--- config.mk ---
export PLATFORM = sky130hd
export DESIGN_NAME = argmax_8
export DESIGN_NICKNAME = d
export VERILOG_FILES = /design/src/rtl/argmax_8.sv
export SDC_FILE = /design/constraint.sdc
export NUM_CORES = 1
export LEC_CHECK = 0
export ABC_AREA = 1
export CORE_ASPECT_RATIO = 0.9
export CORE_MARGIN = 10
export CORE_UTILIZATION = 45
export CTS_BUF_LIST = sky130_fd_sc_hd__clkbuf_16
export CTS_CLUSTER_DIAMETER = 150
export DETAILED_ROUTE_END_ITERATION = 7
export DONT_BUFFER_PORTS = 1
export MAX_ROUTING_LAYER = met4
export SETUP_SLACK_MARGIN = 0.3
export SLEW_MARGIN = 10
export SYNTH_ARGS = -nofsm -noshare
export SYNTH_HDL_FRONTEND = slang
export SYNTH_SLANG_ARGS = --single-unit
--- constraint.sdc ---
create_clock -name clk -period 2 [get_ports clk]
set_input_delay 0.2 -clock clk [delete_from_list [all_inputs] [get_ports clk]]
set_output_delay 0.2 -clock clk [all_outputs]
set_load 0.005 [all_outputs]
--- src/rtl/argmax_8.sv ---
// Streaming argmax over N signed elements.
// Collects one vector, then holds max value and index until taken.
module argmax_8 #(
  parameter int N     = 8,
  parameter int WIDTH = 8,
  parameter int IDXW  = 3
) (
  input  logic             clk,
  input  logic             reset,
  input  logic             s_valid,
  output logic             s_ready,
  input  logic [WIDTH-1:0] data_in,
  output logic             m_valid,
  input  logic             m_ready,
  output logic [WIDTH-1:0] data_out,
  output logic [IDXW-1:0]  idx_out
);

  typedef enum logic {
    COLLECT = 1'b0,
    RESULT  = 1'b1
  } state_t;

  localparam logic [IDXW-1:0] LAST = IDXW'(N - 1);

  state_t            state_q;
  state_t            state_d;
  logic [IDXW-1:0]   cnt_q;
  logic [IDXW-1:0]   cnt_d;
  logic [WIDTH-1:0]  max_q;
  logic [WIDTH-1:0]  max_d;
  logic [IDXW-1:0]   idx_q;
  logic [IDXW-1:0]   idx_d;
  logic              accept;
  logic              first;
  logic              last;
  logic              greater;

  assign s_ready = (state_q == COLLECT);
  assign m_valid = (state_q == RESULT);
  assign accept  = s_valid & s_ready;
  assign first   = (cnt_q == '0);
  assign last    = (cnt_q == LAST);
  assign greater = $signed(data_in) > $signed(max_q);

  always_ff @(posedge clk or negedge reset) begin
    if (!reset) begin
      state_q <= COLLECT;
      cnt_q   <= '0;
      max_q   <= '0;
      idx_q   <= '0;
    end else begin
      state_q <= state_d;
      cnt_q   <= cnt_d;
      max_q   <= max_d;
      idx_q   <= idx_d;
    end
  end

  always_comb begin
    state_d = state_q;
    cnt_d   = cnt_q;
    max_d   = max_q;
    idx_d   = idx_q;
    unique case (state_q)
      COLLECT: begin
        if (accept) begin
          // Strict > keeps the earlier index on ties
          if (first || greater) begin
            max_d = data_in;
            idx_d = cnt_q;
          end
          if (last) begin
            cnt_d   = '0;
            state_d = RESULT;
          end else begin
            cnt_d = cnt_q + IDXW'(1);
          end
        end
      end
      RESULT: begin
        if (m_ready) begin
          state_d = COLLECT;
        end
      end
      default: begin
        state_d = COLLECT;
      end
    endcase
  end

  assign data_out = max_q;
  assign idx_out  = idx_q;

endmodule

# Yosys cells after proc, flatten, opt, wreduce, memory -nomap -nowiden
# Index checks and enable logic that the tools add are counted.
[totals] elab_cells=18 input_bits=12 ff_bits=15 output_inout_bits=13
[classes] n_bitwise=2 n_addsub=1 mux=5 reduce_logical=4 order_cmp=1 eq_ne=1
[op_table] cell="8-bit greater-than comparator" count=1
[op_table] cell="3-bit by 1-bit adder with 3-bit output, second input constant" count=1
[op_table] cell="3-bit == test, second input constant" count=1
[op_table] cell="3-bit zero test" count=1
[op_table] cell="1-bit two-way mux" count=3
[op_table] cell="3-bit two-way mux" count=1
[op_table] cell="3-bit AND reduction" count=1
[op_table] cell="1-bit one-hot mux with 2 select lines" count=1
[op_table] cell="2-bit AND reduction" count=1
[op_table] cell="1-bit bitwise AND" count=1
[op_table] cell="1-bit logical OR" count=1
[op_table] cell="1-bit inverter" count=1

# Depth between registers and ports, before layout
# Gate-level depths: netlist (run 1).
[logic_depth] depth_word=4 depth_mapped=16 ltp_nobuf=15

# Worst setup path after synthesis (run 1)
# OpenSTA, ideal clock, no wires.
[synth_timing] path_kind="register to register" startpoint="reg max_q[7] (netlist: data_out[7])" endpoint="reg max_q[0] (netlist: data_out[0])" required_ns=1.883 n_path_buf=1 arrival_time_ns=1.510 slack_ns=0.373 stages_incl_launch_ff=13 cell_sequence="dfrtp_1 > inv_1 > ha_1 > a21o_1 > nor2_2 > nand2_1 > nand2_1 > nand3_2 > nand2_2 > nand2_2 > buf_6 > nand2_1 > nand2_1"
[synth_via] elab_chain_len=3
[synth_rtl] item="start, declared" line_no="30" source="logic [WIDTH-1:0] max_q;"
[synth_rtl] item="start signal, assigned" line_no="55" source="max_q <= max_d;"
[synth_rtl] item="8-bit greater-than comparator" line_no="44" source="assign greater = $signed(data_in) > $signed(max_q);"
[synth_rtl] item="1-bit logical OR" line_no="69" source="if (first || greater) begin"
[synth_rtl] item="3-bit AND reduction (no source line)"
# Every way passes these cells.
# A chain may end at the register's enable or synchronous reset.

# Worst setup path after layout (run 1)
[layout_timing] startpoint="reg max_q[7] (netlist: data_out[7])" endpoint="reg max_q[3] (netlist: data_out[3])"
# The elaborated chain is that of the path after synthesis.

==> reports/metrics.csv, run 1 <==
metric,value,unit
status,finished clean,
ys.flop_type,dfrtp_1,
period_needed,1.73,ns
dp_cells,134,
io_buffers,0,
row_count,15,
clock.fmax,577,MHz
synth_top_area_share,42.3,%
worst-setup-path-type,register to register,
synth_cells,110,
grt_max_degree,16,
overflow,0,
synth_cell_types,18,
fp.dieArea,0.00415,mm^2
drtIter0Drc,21,
reg2reg_depth,11,
routedWlPerCell,15.7,um
path_clk_slew,0.05,ns
worst_slack,0.266,ns
grt_usage,10.9,%
first_pass_iters,4,
gp_congestion,0.803,
maxCapViolCount,0,
async_reset_ff_share,100,%
vias_per_cell,5.08,
hold_depth,1,
start_util,46.9,%
reg2reg_to,data_out[3]$_DFFE_PN0P_,
yosys.cell_count.top_type,nand2_1,
power_density,1690,mW/mm^2
finalNetCount,140,
avgSynthCellArea,8.08,um^2
hold_violations,0,
ant_nets,0,
start_kind,register,
worstPathArrival,1.92,ns
synth_nets,133,
ctsLongestPathBuffers,2,
insertion_delay,0.25,ns
utilization,58.0,%
finalCritPeriodShare,86.7,%
synth_edf_count,0,
die_h,62.2,um
cts_max_level,1,
clock_sinks,15,
end_kind,register,
post-cts-setup-buffers,0,
relSlewSlack,53.7,%
setup_viol,0,
timing.rr.start,data_out[7]$_DFFE_PN0P_,
syn-cell-area,888,um^2
hp-class,input port to register,
core-area,0.00190,mm^2
cp-endpoint,data_out[3]$_DFFE_PN0P_,
seq_area_frac_synth,42.3,%
report.final.slew_viol_count,0,
synth_area_leader_cell,dfrtp_1,
vias,716,
die_x,66.8,um
fin_worst_skew,0.00230,ns
ys_warn_count,0,
fin_tns_setup,0,ns
finalNonFillerCells,141,
num_antenna_cells,0,
cts_tree,yes,
cts_inserted_buffers,3,
syn_to_final_growth,23.7,%
p_leak,0.585,nW
rsz0062_at_grt,yes,
synth-seq-cells,15,
p_total,1.86,mW
ys_top_cells_by_area,"dfrtp_1 (42%), ha_1 (15%), nand2_1 (15%)",
critPathRequiredTime,2.19,ns
reg2reg_slack,0.27,ns
tightest_slew,0.693,ns
grt_pass1_wl,3.28,mm
wl,2.21,mm
dp_hpwl,1.48,mm
ir_drop,0.933,mV
synthTopCellsByCount,"nand2_1 (36), inv_1 (17), dfrtp_1 (15), nand3_1 (13), ha_1 (11)",
drive_gt1_share,23.3,%
drc,0,
clockRootBuffer,clkbuf_16,
antenna_found_initial,0,
crit_start,data_out[7]$_DFFE_PN0P_,
pin_count,25,
grt_pass1_vias,655,
cp_max_fo,5,
place_ws,0.215,ns
==> worst min path at each step <==
stage	startpoint	end	slack, ns
finish	m_ready	m_valid$_DFF_PN0_	0.07
global route	m_ready	m_valid$_DFF_PN0_	0.06
CTS	m_ready	m_valid$_DFF_PN0_	0.06
floorplan	reset	cnt_q[0]$_DFFE_PN0P_	-0.1
detailed placement	reset	data_out[0]$_DFFE_PN0P_	-0.1
global placement	reset	data_out[0]$_DFFE_PN0P_	-0.1
==> metrics by stage <==
stage          cell area (um^2)  hold slack (ns)
4_1_cts                    1020           0.0647
3_5_place_dp                911          -0.0952
2_1_floorplan               888          -0.0956
6_report                   1100           0.0677
5_1_grt                    1100           0.0609
3_3_place_gp                911          -0.0951
==> routing by layer <==
layer,global-route usage (%),routed length [um],part of all wire [%],vias to the layer above
met5,-,0,0,-
met4,7.85,62,2.8,0
met3,5.20,200,9.0,5
met2,15.0,1100,50,23
met1,11.7,850,38,325
li1,-,-,-,363
==> cells by family (layout without fill, tap and decap cells) <==
logic type,count (synthesis),after routing,synth area share (%)
AND/OR/NAND/NOR,56,57,27.6
adder cells (fa/ha/maj),11,11,15.5
AO/OA/AOI/OAI,7,7,4.37
buffers and inverters,21,26,10.3
flip-flops,15,15,42.3
==> area by class of cell <==
cell class	count	area, um^2
fillers	168	797
multi-input cells	75	509
flip-flops and latches	15	375
clock buffers	3	75.1
inverters	18	67.6
repair buffers	4	36.3
well taps	25	31.3
clock inverters	1	3.75
==> sequential cells by signal, indices dropped and copies added, names as in the netlist <==
register and flops:
idx_out 3, data_out 8, cnt_q 3, m_valid 1
==> where the power goes <==
part / internal, mW / leakage (nW) / switching (mW) / total [mW]
clock: 0.265 / 0.0423 / 0.124 / 0.389
sequential: 0.447 / 0.187 / 0.143 / 0.590
combinational: 0.362 / 0.356 / 0.518 / 0.880
==> repair_timing <==
item	CTS	global route
gates resized for setup	4	16
gates cloned	0	2
pin swaps	0	2
hold buffers	1	0
endpoints found under the hold margin	15	0
endpoints found under the setup margin	11	11
==> cells in the final DEF (no fill, tap or decap) <==
cell type,netlist,layout
nand2_1,36,30
ha_1,11,8
o22ai_1,1,1
ha_4,0,3
buf_4,1,2
nand3_2,1,3
a21o_1,1,1
nor2_2,2,2
inv_1,17,15
a21oi_2,0,1
buf_6,1,1
dlygate4sd3_1,0,1
inv_2,0,3
nor2_1,1,1
dfrtp_1,15,15
nand2_2,2,6
clkinv_1,1,1
nand2_4,0,3
a21oi_1,2,1
nand4_1,1,1
nand3_1,13,11
clkbuf_16,0,3
o21ai_0,3,3
==> critical path, stage by stage (launching register included) <==
cell and delay, ns:
dfrtp_1 0.41, inv_2 0.09, ha_4 0.21, a21o_1 0.20, nor2_2 0.13, nand2_1 0.07
nand2_1 0.07, nand3_2 0.08, nand2_4 0.11, buf_4 0.16, nand3_1 0.07, nand2_1 0.07
Power figures use the tool's default switching activity.
==> run 2: changes to the inputs <==
--- a/config.mk
+++ b/config.mk
@@ -9,7 +9,7 @@
 export CORE_ASPECT_RATIO = 0.9
 export CORE_MARGIN = 10
 export CORE_UTILIZATION = 45
-export CTS_BUF_LIST = sky130_fd_sc_hd__clkbuf_16
+export CTS_BUF_LIST = sky130_fd_sc_hd__clkbuf_8
 export CTS_CLUSTER_DIAMETER = 150
 export DETAILED_ROUTE_END_ITERATION = 7
 export DONT_BUFFER_PORTS = 1
==> run 2 against run 1 <==
Critical path depth rose by 1; register-to-register slack hardly changed; combinational power barely moved; final cell count unchanged; sequential share of layout area rose by 1.1 points; critical endpoint is now idx_out[2]$_DFFE_PN0P_.
==> reports/metrics.csv, run 2 (synthesis results as in run 1) <==
metric,value,unit,change
crit_start,data_out[7]$_DFFE_PN0P_,,
start_util,46.9,%,unchanged
drc,0,,unchanged
ctsLongestPathBuffers,2,,unchanged
row_count,15,,unchanged
clockRootBuffer,clkbuf_8,,
worst-setup-path-type,register to register,,
insertion_delay,0.25,ns,about the same
fin_tns_setup,0,ns,unchanged
post-cts-setup-buffers,0,,unchanged
reg2reg_slack,0.26,ns,about the same
drive_gt1_share,23.3,%,unchanged
switching_share,44.9,%,+2.7 points
ant_nets,0,,unchanged
routedWlPerCell,15.6,um,-0.81%
power_frac_comb,51.5,%,+4.1 points
rsz0062_at_grt,yes,,
timing.rr.start,data_out[7]$_DFFE_PN0P_,,
p_leak,0.570,nW,-2.6%
drtIter0Drc,17,,-19%
io_buffers,0,,unchanged
finalNonFillerCells,141,,unchanged
path_cells,inv_2 -> ha_4 -> nand2_2 -> nor2_2 -> nand2_2 -> nand2_1 -> nand2_1 -> nand3_2 -> nand2_4 -> buf_4 -> nand3_1 -> nand2_1,,
grt_max_degree,16,,unchanged
fin_worst_skew,0.00261,ns,+0.000305 ns
dp_cells,134,,unchanged
final_cell_mix,"nand2_1 (30), inv_1 (15), dfrtp_1 (15), nand3_1 (11), ha_1 (8)",,
gp_congestion,0.803,,unchanged
overflow,0,,unchanged
slowest_stage,dfrtp_1,,
period_needed,1.74,ns,+0.00372 ns
core-area,0.00190,mm^2,unchanged
dp_hpwl,1.48,mm,unchanged
die_x,66.8,um,unchanged
wl,2.19,mm,-0.81%
fillers,172,,+2.4%
power_density,1610,mW/mm^2,-4.9%
largest_reg_flops,8,,unchanged
pin_count,25,,unchanged
placed_area,911,um^2,unchanged
syn_to_final_growth,19.9,%,
status,finished clean,,
crit_family,simple AND/OR/NAND/NOR gates,,
tightest_slew,0.696,ns,+0.00311 ns
hp-class,input port to register,,
report.final.slew_viol_count,0,,unchanged
switchingPower,769,uW,-2.0%
cp_max_fo,5,,unchanged
holdPathEnd,m_valid$_DFF_PN0_,,
hold_depth,1,,unchanged
maxCapViolCount,0,,unchanged
clock_sinks,15,,unchanged
clock.fmax,576,MHz,-0.21%
final_common_cell,nand2_1,,
grt_usage,10.4,%,-0.51 points
critPathRequiredTime,2.14,ns,-0.05 ns
hold_violations,0,,unchanged
finalNetCount,140,,unchanged
cts_max_level,1,,unchanged
finalCritPeriodShare,86.9,%,+0.19 points
path_buf_inv,2,,unchanged
fp.dieArea,0.00415,mm^2,unchanged
intPower,944,uW,-12%
slowest_delay,0.41,ns,about the same
cts_inserted_buffers,3,,unchanged
reg2reg_depth,12,,+1
reg2reg_to,idx_out[2]$_DFFE_PN0P_,,
first_pass_iters,4,,unchanged
die_h,62.2,um,unchanged
relSlewSlack,53.5,%,-0.21 points
grt_pass1_wl,3.25,mm,-1.1%
antenna_found_initial,0,,unchanged
worstPathArrival,1.88,ns,-0.04 ns
pwr-share-clk,14.2,%,-6.7 points
num_antenna_cells,0,,unchanged
setup_viol,0,,unchanged
crit_top_cell,nand2_1,,
final_area,0.00106,mm^2,-3.1%
vias_per_cell,5.06,,-0.28%
start_kind,register,,
cts_tree,yes,,
grt_pass1_vias,649,,-0.92%
end_kind,register,,
path_clk_slew,0.06,ns,about the same
vias,714,,-0.28%
ir_drop,0.723,mV,-23%
seq_power_share,34.4,%,+2.7 points
hp-start,m_ready,,
## run 2: power by group through the flow
stage | clock, mW | combinational [mW] | sequential, mW
floorplan | 0 | 0.556 | 0.547
global route | 0.267 | 0.997 | 0.616
global placement | 0 | 0.632 | 0.593
finish | 0.243 | 0.881 | 0.589
CTS | 0.255 | 0.707 | 0.593
detailed placement | 0 | 0.654 | 0.594
## run 2: worst reg2reg max path: stages, from the launching register on
cell and delay [ns]:
dfrtp_1 0.41, inv_2 0.06, ha_4 0.29, nand2_2 0.07, nor2_2 0.15, nand2_2 0.08
nand2_1 0.06, nand2_1 0.06, nand3_2 0.08, nand2_4 0.08, buf_4 0.17, nand3_1 0.06
nand2_1 0.06
## run 2: how the worst max path moves through the flow
stage / cells past startpoint / slack [ns] / to
floorplan: 12 / 0.37 / data_out[0]$_DFFE_PN0P_
detailed placement: 11 / 0.22 / data_out[6]$_DFFE_PN0P_
global route: 12 / 0.16 / data_out[7]$_DFFE_PN0P_
CTS: 12 / 0.31 / data_out[2]$_DFFE_PN0P_
finish: 12 / 0.26 / idx_out[2]$_DFFE_PN0P_
global placement: 10 / 0.30 / idx_out[2]$_DFFE_PN0P_
## run 2: through the flow
stage	util (%)	setup slack [ns]	hold slack [ns]	power [mW]
detailed placement	48.1	0.215	-0.0952	1.25
floorplan	-	0.373	-0.0956	1.10
global placement	48.1	0.302	-0.0951	1.22
CTS	52.1	0.312	0.0605	1.56
finish	56.2	0.263	0.0642	1.71
global route	56.2	0.161	0.0494	1.88
## run 2: timing repair
action                                 in CTS  in global routing
setup endpoints to repair                  11                 11
hold buffers                                1                  0
endpoints found under the hold margin      15                  0
pin swaps                                   0                  2
cloned                                      0                  2
resized for setup                           4                 16
## run 2: metal layers
| metal | vias up | share of wire (%) | GRT usage [%] |
|---|---|---|---|
| met4 | 0 | 1.4 | 3.93 |
| met2 | 21 | 49 | 14.7 |
| met5 | - | 0 | - |
| met1 | 327 | 40 | 11.5 |
| met3 | 5 | 9.6 | 6.27 |
| li1 | 361 | - | - |
## run 2: final cells by class
class	count	area [um^2]	area share, %
Multi-Input combinational cell	75	509	47.8
Sequential cell	15	375	35.3
Clock buffer	3	41.3	3.88
Tap cell	25	31.3	2.94
Timing Repair Buffer	4	36.3	3.41
Inverter	18	67.6	6.35
Clock inverter	1	3.75	0.353
